### src/rtl/demux2_pkg.sv
// Shared constants for the two-channel serial-to-parallel deserializer.
// Channel select encodings and the default word width live here.
package demux2_pkg;
    localparam int   DEF_WIDTH = 4;
    localparam int   CNT_W     = $clog2(DEF_WIDTH + 1);
    localparam logic CH1       = 1'b0;
    localparam logic CH2       = 1'b1;
endpackage

### src/rtl/demux_chan_deser.sv
// One deserializer lane: LSB-first shift register, bit counter and an output
// holding register with a valid/ready handshake.
module demux_chan_deser
    import demux2_pkg::*;
#(
    parameter int WIDTH = DEF_WIDTH
) (
    input  logic                       clk,
    input  logic                       rst,
    input  logic                       i_take,
    input  logic                       i_bit,
    input  logic                       i_ready,
    output logic [WIDTH-1:0]           o_word,
    output logic                       o_valid,
    output logic [$clog2(WIDTH+1)-1:0] o_cnt,
    output logic                       o_stall
);
    localparam int CW = $clog2(WIDTH + 1);

    logic [WIDTH-1:0] r_shift;
    logic [WIDTH-1:0] r_word;
    logic [CW-1:0]    r_cnt;
    logic             r_valid;
    logic [WIDTH-1:0] w_shift;
    logic             w_last;
    logic             w_done;

    assign w_last = (r_cnt == CW'(WIDTH - 1));
    assign w_done = i_take & w_last;

    // Compare-based write avoids indexing with a counter wider than the index.
    always_comb begin
        w_shift = r_shift;
        for (int i = 0; i < WIDTH; i++) begin
            if (r_cnt == CW'(i)) w_shift[i] = i_bit;
        end
    end

    always_ff @(posedge clk) begin
        if (rst) begin
            r_shift <= '0;
            r_word  <= '0;
            r_cnt   <= '0;
            r_valid <= 1'b0;
        end else begin
            if (i_take) begin
                if (w_last) begin
                    r_word <= w_shift;
                    r_cnt  <= '0;
                end else begin
                    r_shift <= w_shift;
                    r_cnt   <= r_cnt + CW'(1);
                end
            end
            // A completing word wins over a consume on the same edge: no bubble.
            if (w_done)
                r_valid <= 1'b1;
            else if (r_valid && i_ready)
                r_valid <= 1'b0;
        end
    end

    assign o_word  = r_word;
    assign o_valid = r_valid;
    assign o_cnt   = r_cnt;
    assign o_stall = w_last & r_valid & ~i_ready;
endmodule

### src/rtl/demux2_deserializer.sv
// Two-channel deserializer: S steers each accepted serial bit to channel 1 or 2.
// Top holds only select decode and the in_ready mux.
module demux2_deserializer
    import demux2_pkg::*;
#(
    parameter int WIDTH = DEF_WIDTH
) (
    input  logic                       clk,
    input  logic                       rst,
    input  logic                       S,
    input  logic                       A,
    input  logic                       in_valid,
    output logic                       in_ready,
    output logic [WIDTH-1:0]           Y1_word,
    output logic                       Y1_valid,
    input  logic                       Y1_ready,
    output logic [WIDTH-1:0]           Y2_word,
    output logic                       Y2_valid,
    input  logic                       Y2_ready,
    output logic [$clog2(WIDTH+1)-1:0] Y1_cnt,
    output logic [$clog2(WIDTH+1)-1:0] Y2_cnt
);
    logic w_sel;
    logic w_acc;
    logic w_take1;
    logic w_take2;
    logic w_stall1;
    logic w_stall2;

    // Gating S with in_valid keeps an undriven select out of in_ready.
    assign w_sel    = in_valid & S;
    assign in_ready = (w_sel == CH2) ? ~w_stall2 : ~w_stall1;
    assign w_acc    = in_valid & in_ready;
    assign w_take1  = w_acc & (w_sel == CH1);
    assign w_take2  = w_acc & (w_sel == CH2);

    demux_chan_deser #(.WIDTH(WIDTH)) u_ch1 (
        .clk     (clk),
        .rst     (rst),
        .i_take  (w_take1),
        .i_bit   (A),
        .i_ready (Y1_ready),
        .o_word  (Y1_word),
        .o_valid (Y1_valid),
        .o_cnt   (Y1_cnt),
        .o_stall (w_stall1)
    );

    demux_chan_deser #(.WIDTH(WIDTH)) u_ch2 (
        .clk     (clk),
        .rst     (rst),
        .i_take  (w_take2),
        .i_bit   (A),
        .i_ready (Y2_ready),
        .o_word  (Y2_word),
        .o_valid (Y2_valid),
        .o_cnt   (Y2_cnt),
        .o_stall (w_stall2)
    );
endmodule

### config.mk
export PLATFORM = sky130hd
export DESIGN_NAME = demux2_deserializer
export DESIGN_NICKNAME = d
export VERILOG_FILES = /design/src/rtl/demux2_pkg.sv /design/src/rtl/demux_chan_deser.sv /design/src/rtl/demux2_deserializer.sv
export SDC_FILE = /design/constraint.sdc
export NUM_CORES = 1
export LEC_CHECK = 0
export ABC_AREA = 1
export CAP_MARGIN = 25
export CORE_MARGIN = 10
export CORE_UTILIZATION = 49
export DETAILED_ROUTE_END_ITERATION = 8
export PLACE_DENSITY = 0.87
export SLEW_MARGIN = 0
export SYNTH_ARGS = -nofsm -noshare
export SYNTH_HDL_FRONTEND = slang
export SYNTH_SLANG_ARGS = --single-unit
### constraint.sdc
create_clock -name clk -period 1.27 [get_ports clk]
set_input_delay 0.254 -clock clk [delete_from_list [all_inputs] [get_ports clk]]
set_output_delay 0.254 -clock clk [all_outputs]
set_load 0.005 [all_outputs]
==> reports/qor.csv <==
metric,value,unit
crit-path most repeated cell,nand2_2,
M1 GR Usage,0.168,
hold depth,2,
Comb pwr share,0.178,
CP Depth,7,
"Clk pin slew, worst setup/hold paths",0.13,ns
WP data arrival,1.32,ns
synthesized cell area,0.00115,mm^2
# DRC,0,
WL per Instance,16.5,um
RePlAce Congestion,0.784,
Starting Density,0.519,
Slew headroom,0.782,
Tcrit/Tclk final,1.24,
Port-buffer cells,23,
Setup Skew,0.00949,ns
die area,0.00468,mm^2
layout cells sized above 1,0.484,
Int Power,0.00115,W
CP Max Fanout,2,
"Hold Violations, Final",0,
Synthesized Nets,183,
fin. max-slew vios,0,
largest net degree at the start of global routing,14,
Crit. End Element,output pin,
post-synth cell types,18,
worst-case hold slack,0.523,ns
Die X,68.4,um
fmax,0.636,GHz
Yosys warnings,0,
CTS tree,yes,
"commonest non-fill, non-tap cell in the layout",nand2_1,
Final Power,0.00157,W
CP cell instances,"ha_4, inv_2, nor2_4, nand2_2, nand2_2, nand3_2, buf_2",
"slowest stage delay, CP",0.39,ns
Power Dens Cells,846,mW/mm^2
Max H-tree Level,1,
met3 Use GR,0.0408,
n_diodes,0,
minimum clock period,1.57,ns
CP Buf/Inv Count,2,
crit-path leading delay family,flip-flops,
top_reg_cell synth,dfxtp_1,
Sum Neg Setup Slack,-1.10,ns
initial antenna violation count,0,
Synth Area in Compound Gates,0.0742,
RSZ-0062 raised after global routing,yes,
Post-Synth Adder-Cell Area,0.0872,
Final Setup Violations,13,
failing checks,setup timing,
status,finished with violations,
Avg Inst Size Synth,6.83,um^2
Root Buffer,clkbuf_4,
Async SR Flop Fraction,0,
final setup margin,-0.303,ns
busiest grt layer,met2,
Area Growth Syn to Fin,61.9,%
# rows,17,
"Req. time, crit path",1.02,ns
Post-synth EDFFs,0,
"commonest non-fill, non-tap cells in the layout","nand2_1 (32), nor2_1 (26), buf_4 (26)",
worst hold path type,flip-flop to flip-flop,
net switching power figure,0.000423,W
Die Ht,68.4,um
DR pass1 iterations,4,
placed cell areas,0.00157,mm^2
Multi-input gate area,751,um^2
Nets,241,
vias in the first global route,1354,
XOR/XNOR Fraction of Synth Area,0,
GR Util met2,0.327,
Util after Layout,0.840,
sw frac,0.269,
cell count after synthesis,168,
# fillers,130,
largest family of logic cells by synthesized area,simple AND/OR/NAND/NOR gates,
Max rail drop VDD,0.821,mV
simple-gate share of the synthesized area,0.352,
Static Leak,0.929,nW
Seq cells post-synth,22,
Skew-Pair Late Insertion Delay,0.33,ns
R2R depth,9,
crit path kind,flip-flop to output pin,
core area,0.00221,mm^2
FF+latch area,463,um^2
Vias,1332,
drt total wl,4160,um
worst-case clock buffer depth,2,
crit start category,flip-flop,
Num CTS Buffers,3,
DR vias/cell,5.26,
"Remaining Overflow, GRT",0,
Clock power frac,0.360,
CTS Sinks,22,
mux contribution to synthesized area,0,
sequential-to-total area share from yosys stat,0.384,
DRT antenna net count,0,
DR iter-0 viols,117,
total track usage,0.172,
first-pass GRT wire length,6210,um
# IOs,24,
Max-Cap Viols,0,
"Design Area, Final",0.00186,mm^2
CP max stage cell,dfxtp_4,
Slew @ Worst Pin,0.327,ns
Post-DP HPWL,2360,um
Sequential Power Share,0.461,
flip-flops by register name, indices dropped and copies added (netlist names):
signal and flops:
u_ch2.o_word 4, u_ch2.o_valid 1, u_ch1.o_valid 1, u_ch2.o_cnt 3, u_ch1.r_shift 3, u_ch1.o_cnt 3, u_ch2.r_shift 3, u_ch1.o_word 4
logic make-up (layout without fill, tap and decap cells):
family / Yosys count / after routing
compound gates: 16 / 16
fa+ha+maj: 8 / 8
flops: 22 / 22
buf+inv: 30 / 86
simple gates: 92 / 93
through the flow:
step / std cells / setup WS [ns]
3_5_place_dp: 240 / -0.593
2_1_floorplan: 168 / 0.0380
5_1_grt: 253 / -0.359
4_1_cts: 251 / -0.324
6_report: 253 / -0.303
3_3_place_gp: 240 / -0.530
layout make-up:
class | count | share of cell area
flip-flops and latches | 22 | 0.249
inverters | 29 | 0.0640
multi-input cells | 117 | 0.404
clock buffers | 3 | 0.0121
clock inverters | 1 | 0.0162
repair buffers | 53 | 0.236
well taps | 28 | 0.0189
power groups by stage:
stage | logic, W | registers (W) | clock network [W]
final | 0.000280 | 0.000725 | 0.000566
after global routing | 0.000303 | 0.000726 | 0.000592
after CTS | 0.000209 | 0.000724 | 0.000549
after detailed placement | 0.000204 | 0.000737 | 0
after global placement | 0.000192 | 0.000735 | 0
after floorplan | 0.000102 | 0.000738 | 0
tightest hold or removal path: cells and delay by family, from the launching register on:
kind               cells  cell delay (ns)
DFF                    1             0.35
and+or+nand+nor        1             0.07
AOI/OAI and AO/OA      1             0.07
worst paths after layout:
kind / start / slack [ns] / endpoint
max: u_ch1.o_cnt[1] / -0.30 / in_ready
min reg2reg: u_ch2.r_shift[0] / 0.52 / u_ch2.r_shift[0]
max reg2reg: u_ch1.o_cnt[1] / -0.13 / u_ch1.o_word[1]
min: u_ch2.r_shift[0] / 0.52 / u_ch2.r_shift[0]
cell usage after synthesis, types with 2 or more instances:
library cell  count  area share
a21oi_1           4       0.017
nand2_2           2       0.011
ha_1              8       0.087
nand3_4           2       0.031
o21ai_0          10       0.044
nand2_1          50        0.16
nor2_1           30       0.098
inv_2             3      0.0098
nor2_2            3       0.016
nand3_1           3       0.013
inv_1            25       0.082
dfxtp_1          22        0.38
repair_timing:
action,CTS,global route
resized for setup,63,59
pin swaps,7,10
hold buffers,0,0
cloned,1,0
hold endpoints to repair,0,0
setup endpoints to repair,25,27
setup buffers,7,7
layer usage:
| metal | wire length (um) | vias to the layer above | part of all wire |
|---|---|---|---|
| li1 | - | 621 | - |
| met2 | 2200 | 75 | 0.53 |
| met1 | 1480 | 619 | 0.36 |
| met5 | 0 | - | 0 |
| met4 | 157 | 0 | 0.038 |
| met3 | 326 | 17 | 0.078 |
No activity file was read; power rests on OpenSTA's default activity.
